### config.mk
export PLATFORM = sky130hd
export DESIGN_NAME = anabellek_denetleyici
export DESIGN_NICKNAME = d
export VERILOG_FILES = /design/src/rtl/anabellek_denetleyici.sv
export SDC_FILE = /design/constraint.sdc
export NUM_CORES = 1
export LEC_CHECK = 0
export ABC_AREA = 1
export CAP_MARGIN = 25
export CORE_MARGIN = 2
export CORE_UTILIZATION = 38
export CTS_CLUSTER_SIZE = 8
export DETAILED_ROUTE_END_ITERATION = 6
export SYNTH_ARGS = -nofsm -noshare
export SYNTH_HDL_FRONTEND = slang
export SYNTH_SLANG_ARGS = --single-unit
export TNS_END_PERCENT = 5
### constraint.sdc
create_clock -name clk_i -period 2.35 [get_ports clk_i]
set_input_delay 0.3525 -clock clk_i [delete_from_list [all_inputs] [get_ports clk_i]]
set_output_delay 0.3525 -clock clk_i [all_outputs]
set_load 0.03 [all_outputs]
### src/rtl/anabellek_denetleyici.sv
// Main-memory controller: moves one 128-bit block to or from a 32-bit backend
// in four sequential beats, with a single-cycle completion pulse per block.
module anabellek_denetleyici (
  input  logic         clk_i,
  input  logic         rst_i,
  input  logic         istek_i,
  input  logic         oku_i,
  input  logic         yaz_i,
  input  logic [31:0]  adres_i,
  input  logic [127:0] yaz_obek_i,
  output logic         musait_o,
  output logic         hazir_o,
  output logic [127:0] obek_o,
  output logic         bellek_istek_o,
  output logic         bellek_yaz_o,
  output logic [31:0]  bellek_adres_o,
  output logic [31:0]  bellek_veri_o,
  input  logic [31:0]  bellek_veri_i,
  input  logic         bellek_gecerli_i
);

  typedef enum logic [1:0] {BOSTA, AKTAR, TAMAM} durum_t;

  durum_t       r_durum;
  logic [1:0]   r_sayac;
  logic [27:0]  r_taban;
  logic         r_yaz;
  logic [127:0] r_yaz_obek;
  logic [95:0]  r_asm;
  logic [127:0] r_obek;
  logic         r_musait;
  logic         r_hazir;
  logic         r_bellek_istek;
  logic         r_bellek_yaz;
  logic [31:0]  r_bellek_adres;
  logic [31:0]  r_bellek_veri;

  logic [1:0]   w_sonraki;
  logic         w_unused;

  assign w_sonraki = r_sayac + 2'd1;
  // Anything other than a write is serviced as a read, so oku_i carries no decision.
  assign w_unused  = ^{oku_i, adres_i[3:0]};

  always_ff @(posedge clk_i or negedge rst_i) begin
    if (!rst_i) begin
      r_durum        <= BOSTA;
      r_sayac        <= 2'd0;
      r_taban        <= 28'd0;
      r_yaz          <= 1'b0;
      r_yaz_obek     <= 128'd0;
      r_asm          <= 96'd0;
      r_obek         <= 128'd0;
      r_musait       <= 1'b0;
      r_hazir        <= 1'b0;
      r_bellek_istek <= 1'b0;
      r_bellek_yaz   <= 1'b0;
      r_bellek_adres <= 32'd0;
      r_bellek_veri  <= 32'd0;
    end else begin
      case (r_durum)
        BOSTA: begin
          // musait_o is held low for the first edge after reset release.
          if (!r_musait) begin
            r_musait <= 1'b1;
          end else if (istek_i) begin
            r_musait       <= 1'b0;
            r_taban        <= adres_i[31:4];
            r_yaz          <= yaz_i;
            r_yaz_obek     <= yaz_obek_i;
            r_sayac        <= 2'd0;
            r_bellek_istek <= 1'b1;
            r_bellek_yaz   <= yaz_i;
            r_bellek_adres <= {adres_i[31:4], 4'b0000};
            r_bellek_veri  <= yaz_obek_i[31:0];
            r_durum        <= AKTAR;
          end
        end
        AKTAR: begin
          if (bellek_gecerli_i) begin
            r_sayac <= w_sonraki;
            if (!r_yaz) begin
              case (r_sayac)
                2'd0:    r_asm[31:0]  <= bellek_veri_i;
                2'd1:    r_asm[63:32] <= bellek_veri_i;
                2'd2:    r_asm[95:64] <= bellek_veri_i;
                default: r_asm        <= r_asm;
              endcase
            end
            if (r_sayac == 2'd3) begin
              r_bellek_istek <= 1'b0;
              r_bellek_yaz   <= 1'b0;
              r_hazir        <= 1'b1;
              r_durum        <= TAMAM;
              if (!r_yaz)
                r_obek <= {bellek_veri_i, r_asm};
            end else begin
              r_bellek_adres <= {r_taban, w_sonraki, 2'b00};
              r_bellek_veri  <= r_yaz_obek[{w_sonraki, 5'b00000} +: 32];
            end
          end
        end
        TAMAM: begin
          r_hazir  <= 1'b0;
          r_musait <= 1'b1;
          r_durum  <= BOSTA;
        end
        default: r_durum <= BOSTA;
      endcase
    end
  end

  assign musait_o       = r_musait;
  assign hazir_o        = r_hazir;
  assign obek_o         = r_obek;
  assign bellek_istek_o = r_bellek_istek;
  assign bellek_yaz_o   = r_bellek_yaz;
  assign bellek_adres_o = r_bellek_adres;
  assign bellek_veri_o  = r_bellek_veri;

endmodule

After elaboration in Yosys (flattened, before gate mapping)
Index checks and enable logic that the tools add are counted.

word-level totals
  logic and storage cells = 76
  output and inout port bits = 196
  register bits = 453
  bits of input ports = 198

operators by class
  bitwise gates (word level) = 1
  $add $sub $neg = 1
  mux-type cells = 33
  equality and inequality tests = 10
  reduce and logical (&&, ||, !) cells = 15
  shifts and indexed selects = 1

operator list
  kind                                                                    count
  32-bit 2-to-1 mux                                                       8
  32-bit case mux with 2 select lines                                     2
  128-bit by 8-bit indexed part select with 32-bit output                 1
  4-bit AND reduction                                                     6
  2-bit 2-to-1 mux                                                        7
  1-bit 2-to-1 mux                                                        10
  2-bit inequality test (second input constant)                           5
  5-bit AND reduction                                                     2
  1-bit case mux with 2 select lines                                      4
  2-bit case mux with 2 select lines                                      2
  2-bit equality test (second input constant)                             3
  3-bit AND reduction                                                     2
  2-bit nonzero test                                                      3
  2-bit by 1-bit equality test with 1-bit output (second input constant)  2
  2-bit logical NOT                                                       2
  2-bit by 1-bit adder with 2-bit output (second input constant)          1
  1-bit inverter                                                          1

Logic depth before layout (Yosys ltp)
  depth in word-level cells = 5
  gate-level depth with buffers = 12
  gate-level depth less buffers = 8

Worst setup path after synthesis
Ideal clock, no wire load.

  path kind = reg2reg
  from = reg r_sayac[0]
  to = reg r_bellek_veri[10] (netlist: bellek_veri_o[10])
  stages on the path, launching flop included = 13
  buffers on the path = 4
  clock period less this slack = 2.302 ns
  data required time = 2.233 ns
  setup slack = 0.048 ns
  arrival = 2.186 ns
  library setup time = 0.117 ns
  path through = dfrtp_1 inv_1 clkbuf_1 clkbuf_1 ha_1 clkbuf_1 inv_1 clkbuf_1 nand3_1 nand2_1 nand2_1 nand2_1 nand2_1

between the ends
  cells in the longest elaborated chain, start to end = 5
  elaborated cells between the ends (all ways) = 8
  those cells by class = 1 x add/sub; 2 x eq/ne; 1 x shift; 3 x mux; 1 x reduce/logical

RTL lines
  what                                                     RTL line  RTL
  start: declaration                                       25        logic [1:0] r_sayac;
  start signal: assignment                                 81        r_sayac <= w_sonraki;
  2-bit by 1-bit adder with 2-bit output                   41        assign w_sonraki = r_sayac + 2'd1;
  128-bit by 8-bit indexed part select with 32-bit output  99        r_bellek_veri <= r_yaz_obek[{w_sonraki, 5'b00000} +: 32];
  32-bit 2-to-1 mux                                        90        if (r_sayac == 2'd3) begin
  32-bit 2-to-1 mux                                        80        if (bellek_gecerli_i) begin
  32-bit case mux with 2 select lines                      61        case (r_durum)
  end signal: assignment                                   75        r_bellek_veri <= yaz_obek_i[31:0];
  end signal: assignment                                   99
  end: declaration                                         36        logic [31:0] r_bellek_veri;

Several ways; a longest one is shown, not always the timed one. The select of a mux whose other input is x is not followed.
A chain may end at the register's enable or synchronous reset.

Final worst setup path
  from = reg r_hazir (netlist: hazir_o)
  to = out hazir_o

RTL lines
  what                      RTL line  RTL
  start: declaration        32        logic r_hazir;
  start signal: assignment  55        r_hazir <= 1'b0;
  start signal: assignment  93        r_hazir <= 1'b1;
  start signal: assignment  104       r_hazir <= 1'b0;
  end: declaration          12        output logic hazir_o,

No word-level cell between the ends.

==> results.yml <==
yosys:
  yosys.cell_types.count: 19
  post_synth_fa_ha_maj_area_fraction: 0.00263
  synthesized_area_fraction_occupied_by_ao_oa_aoi_and_oai_cells: 0.0756
  synth.cell_area_mm2: 0.0190
  yosys_warn_count: 0
  syn-mean-instance-area_um2: 8.09
  multiplexer_share_of_the_synthesized_area: 0
  post_synthesis_cells: 2354
  main_combinational_cell_family_by_area_after_synthesis: "simple AND/OR/NAND/NOR gates"
  synth-simple-area-share: 0.286
  synth-seq-area-share: 0.593
  synth_seq_cells: 451
  post_synthesis_share_of_cell_area_spent_on_xor_and_xnor_gates: 0
global_route:
  largest_net_degree_at_the_start_of_global_routing: 126
  initial_antenna_violation_count: 13
  globalRouteOverflowTotal: 0
  first_global_vias: 16237
  grt_first_pass_wirelength_mm: 90.6
  grt_util_all_layers: 0.217
critical_path:
  worst_setup_path_start_kind: "flip-flop"
  worst_path_max_delay_cell: "sky130_fd_sc_hd__clkdlybuf4s50_1"
  worst_path_arrival_ps: 1750
  cp_top_family: "buffers and inverters"
  setup.reg_to_reg.worst_slack_ps: 320
  number_of_cells_on_the_worst_reg_to_reg_path: 8
  cp_data_required_time_ps: 2000
  worstPathMaxFanout: 2
  ordered_list_of_cells_on_the_worst_path: "clkdlybuf4s50_1"
  worst-path-buf-inv: 1
  worst_r2r_startpoint: "r_durum[0]"
  crit_type: "reg2out"
  critPathMaxStageDelay_ps: 810
  crit_path_end_kind: "output port"
  critical_path.reg2reg.endpoint: "bellek_veri_o[29]"
die:
  floorplan.die.width_um: 228
  die_height_um: 228
  core-area_mm2: 0.0499
  io_pins: 394
  die_area_mm2: 0.0519
  rows: 82
  initial_core_utilization: 0.382
placement:
  gp_congestion: 0.805
  hpwl_mm: 36.0
  portBuffers: 386
timing:
  post-route-min-period_ps: 2110
  fin_skew_ps: 9.00
  fmaxAchievable_mhz: 475
  final_min_period_over_clock_period: 0.896
  worst_slew_pin_slew_ps: 832
  timing.final.setup_violations: 0
  sum_of_negative_setup_slack_ps: 0
  max_slew_margin: 0.445
  finalMaxSlewViolations: 0
  unrepaired_setup_endpoints_after_global_routing: "no"
  finalHoldViolCount: 0
clock_tree:
  post-cts-setup-buffers: 0
  cts_tree: "built"
  clock_tree.buffer_depth: 3
  cts.htree.levels: 3
  clock-root-buffer: "sky130_fd_sc_hd__clkbuf_16"
  worst_skew_pair.late_latency_ps: 580
  clock_sinks: 451
  cts.clk_slew.worst_paths_ps: 50
  tritoncts.num_buffers: 66
outcome:
  result_of_the_run: "finished clean"
detailed_routing:
  number_of_nets_still_failing_antenna_checks_after_routing: 0
  routed-via-count: 16482
  wl_per_cell_um: 16.7
  dr.first_iter.drc_count: 1276
  detail_route.wirelength_mm: 56.4
  detail_route.first_pass.iterations: 5
  routed_via_density: 4.87
  post-route-drc-count: 0
cells_and_area:
  layout-drive-gt1-share: 0.0484
  final_common_cell: "sky130_fd_sc_hd__nand2_1"
  mostFrequentLayoutCells: "sky130_fd_sc_hd__nand2_1 (1271), sky130_fd_sc_hd__dfrtp_1 (450), sky130_fd_sc_hd__clkdlybuf4s50_1 (385), sky130_fd_sc_hd__o21ai_0 (262), sky130_fd_sc_hd__nor2_1 (71)"
  synthToLayoutAreaGrowth_pct: 34.0
  nets: 2902
power_and_ir_drop:
  ir_worst_vdd_mv: 0.884
  powerDensity_mw_per_mm2: 1370
  report.power.total_w: 0.0351
  leakage_nw: 12.9
min_path:
  min-delay-path-class: "in2async"
flow_run:
  cap_violations: 0
worst max path at each step:
stage                     cells after the start  slack [ps]                end             start
after floorplan                              12          50  bellek_veri_o[10]        r_sayac[0]
after global placement                        7         280          r_asm[42]  bellek_gecerli_i
after detailed placement                      7         200          r_asm[81]  bellek_gecerli_i
after CTS                                     1         200   bellek_veri_o[0]  bellek_veri_o[0]
after global routing                          1         190   bellek_veri_o[0]  bellek_veri_o[0]
final                                         1         240            hazir_o           hazir_o
stage by stage:
step                area (um2)  instances   util  worst slack (ps)  hold WS [ps]
detailed placement       23700       3303  0.476               201           331
floorplan                19000       2355      -              47.6          56.9
global placement         23700       3303  0.476               277           329
finish                   25500       3385  0.512               244           306
CTS                      25500       3381  0.512               201           269
global route             25500       3383  0.512               186           298
Yosys cell counts:
library cell                  n  area [um2]
sky130_fd_sc_hd__a21oi_1      4        20.0
sky130_fd_sc_hd__a22oi_1      1        7.51
sky130_fd_sc_hd__buf_1        7        26.3
sky130_fd_sc_hd__buf_2       30         150
sky130_fd_sc_hd__buf_4       12        90.1
sky130_fd_sc_hd__buf_6        1        11.3
sky130_fd_sc_hd__clkbuf_1   101         379
sky130_fd_sc_hd__conb_1       1        3.75
sky130_fd_sc_hd__dfrtp_1    451       11300
sky130_fd_sc_hd__ha_1         4        50.1
sky130_fd_sc_hd__inv_1       39         146
sky130_fd_sc_hd__inv_2        4        15.0
sky130_fd_sc_hd__nand2_1   1272        4770
sky130_fd_sc_hd__nand3_1     68         340
sky130_fd_sc_hd__nor2_1      71         267
sky130_fd_sc_hd__nor2_4       5        56.3
sky130_fd_sc_hd__nor3_2       1        10.0
sky130_fd_sc_hd__o21ai_0    262        1310
sky130_fd_sc_hd__o21ai_1     20         100
area by class of cell:
class | count | area, um2
antenna | 4 | 10.0
clock buffer | 71 | 1710
clock inverter | 6 | 67.6
fill | 4745 | 24300
inverter | 43 | 169
multi-input combinational | 1710 | 6970
sequential | 451 | 11300
tap | 672 | 841
timing repair buffer | 428 | 4460
kinds of logic after synthesis:
family / Yosys count
DFF: 451
AOI/OAI and AO/OA: 287
other: 1
buffers and inverters: 194
and+or+nand+nor: 1417
adders and majority gates: 4
power by group:
part	internal (W)	switching (W)
registers	0.0110	0.00161
logic	0.00489	0.00918
clock network	0.00511	0.00330
what timing repair did:
action                                 CTS  global route
gates resized for setup                  0             0
endpoints found under the hold margin   47             0
hold buffers                             1             0
flip-flops by register name, indices dropped and copies added, names as in the netlist:
register and flops:
bellek_istek_o 1, r_asm 96, r_durum 2, r_yaz 1, hazir_o 1, musait_o 1
bellek_veri_o 32, bellek_yaz_o 1, r_taban 28, r_yaz_obek 128, r_sayac 2, obek_o 128
bellek_adres_o 30
routing by layer:
metal / vias up / routed length, um / track usage
li1: 8006 / - / -
met1: 7861 / 25100 / 0.293
met2: 490 / 25800 / 0.337
met3: 109 / 3880 / 0.0598
met4: 16 / 1510 / 0.0768
met5: - / 108 / 0
Note: power is estimated with default switching activity, not from simulation.
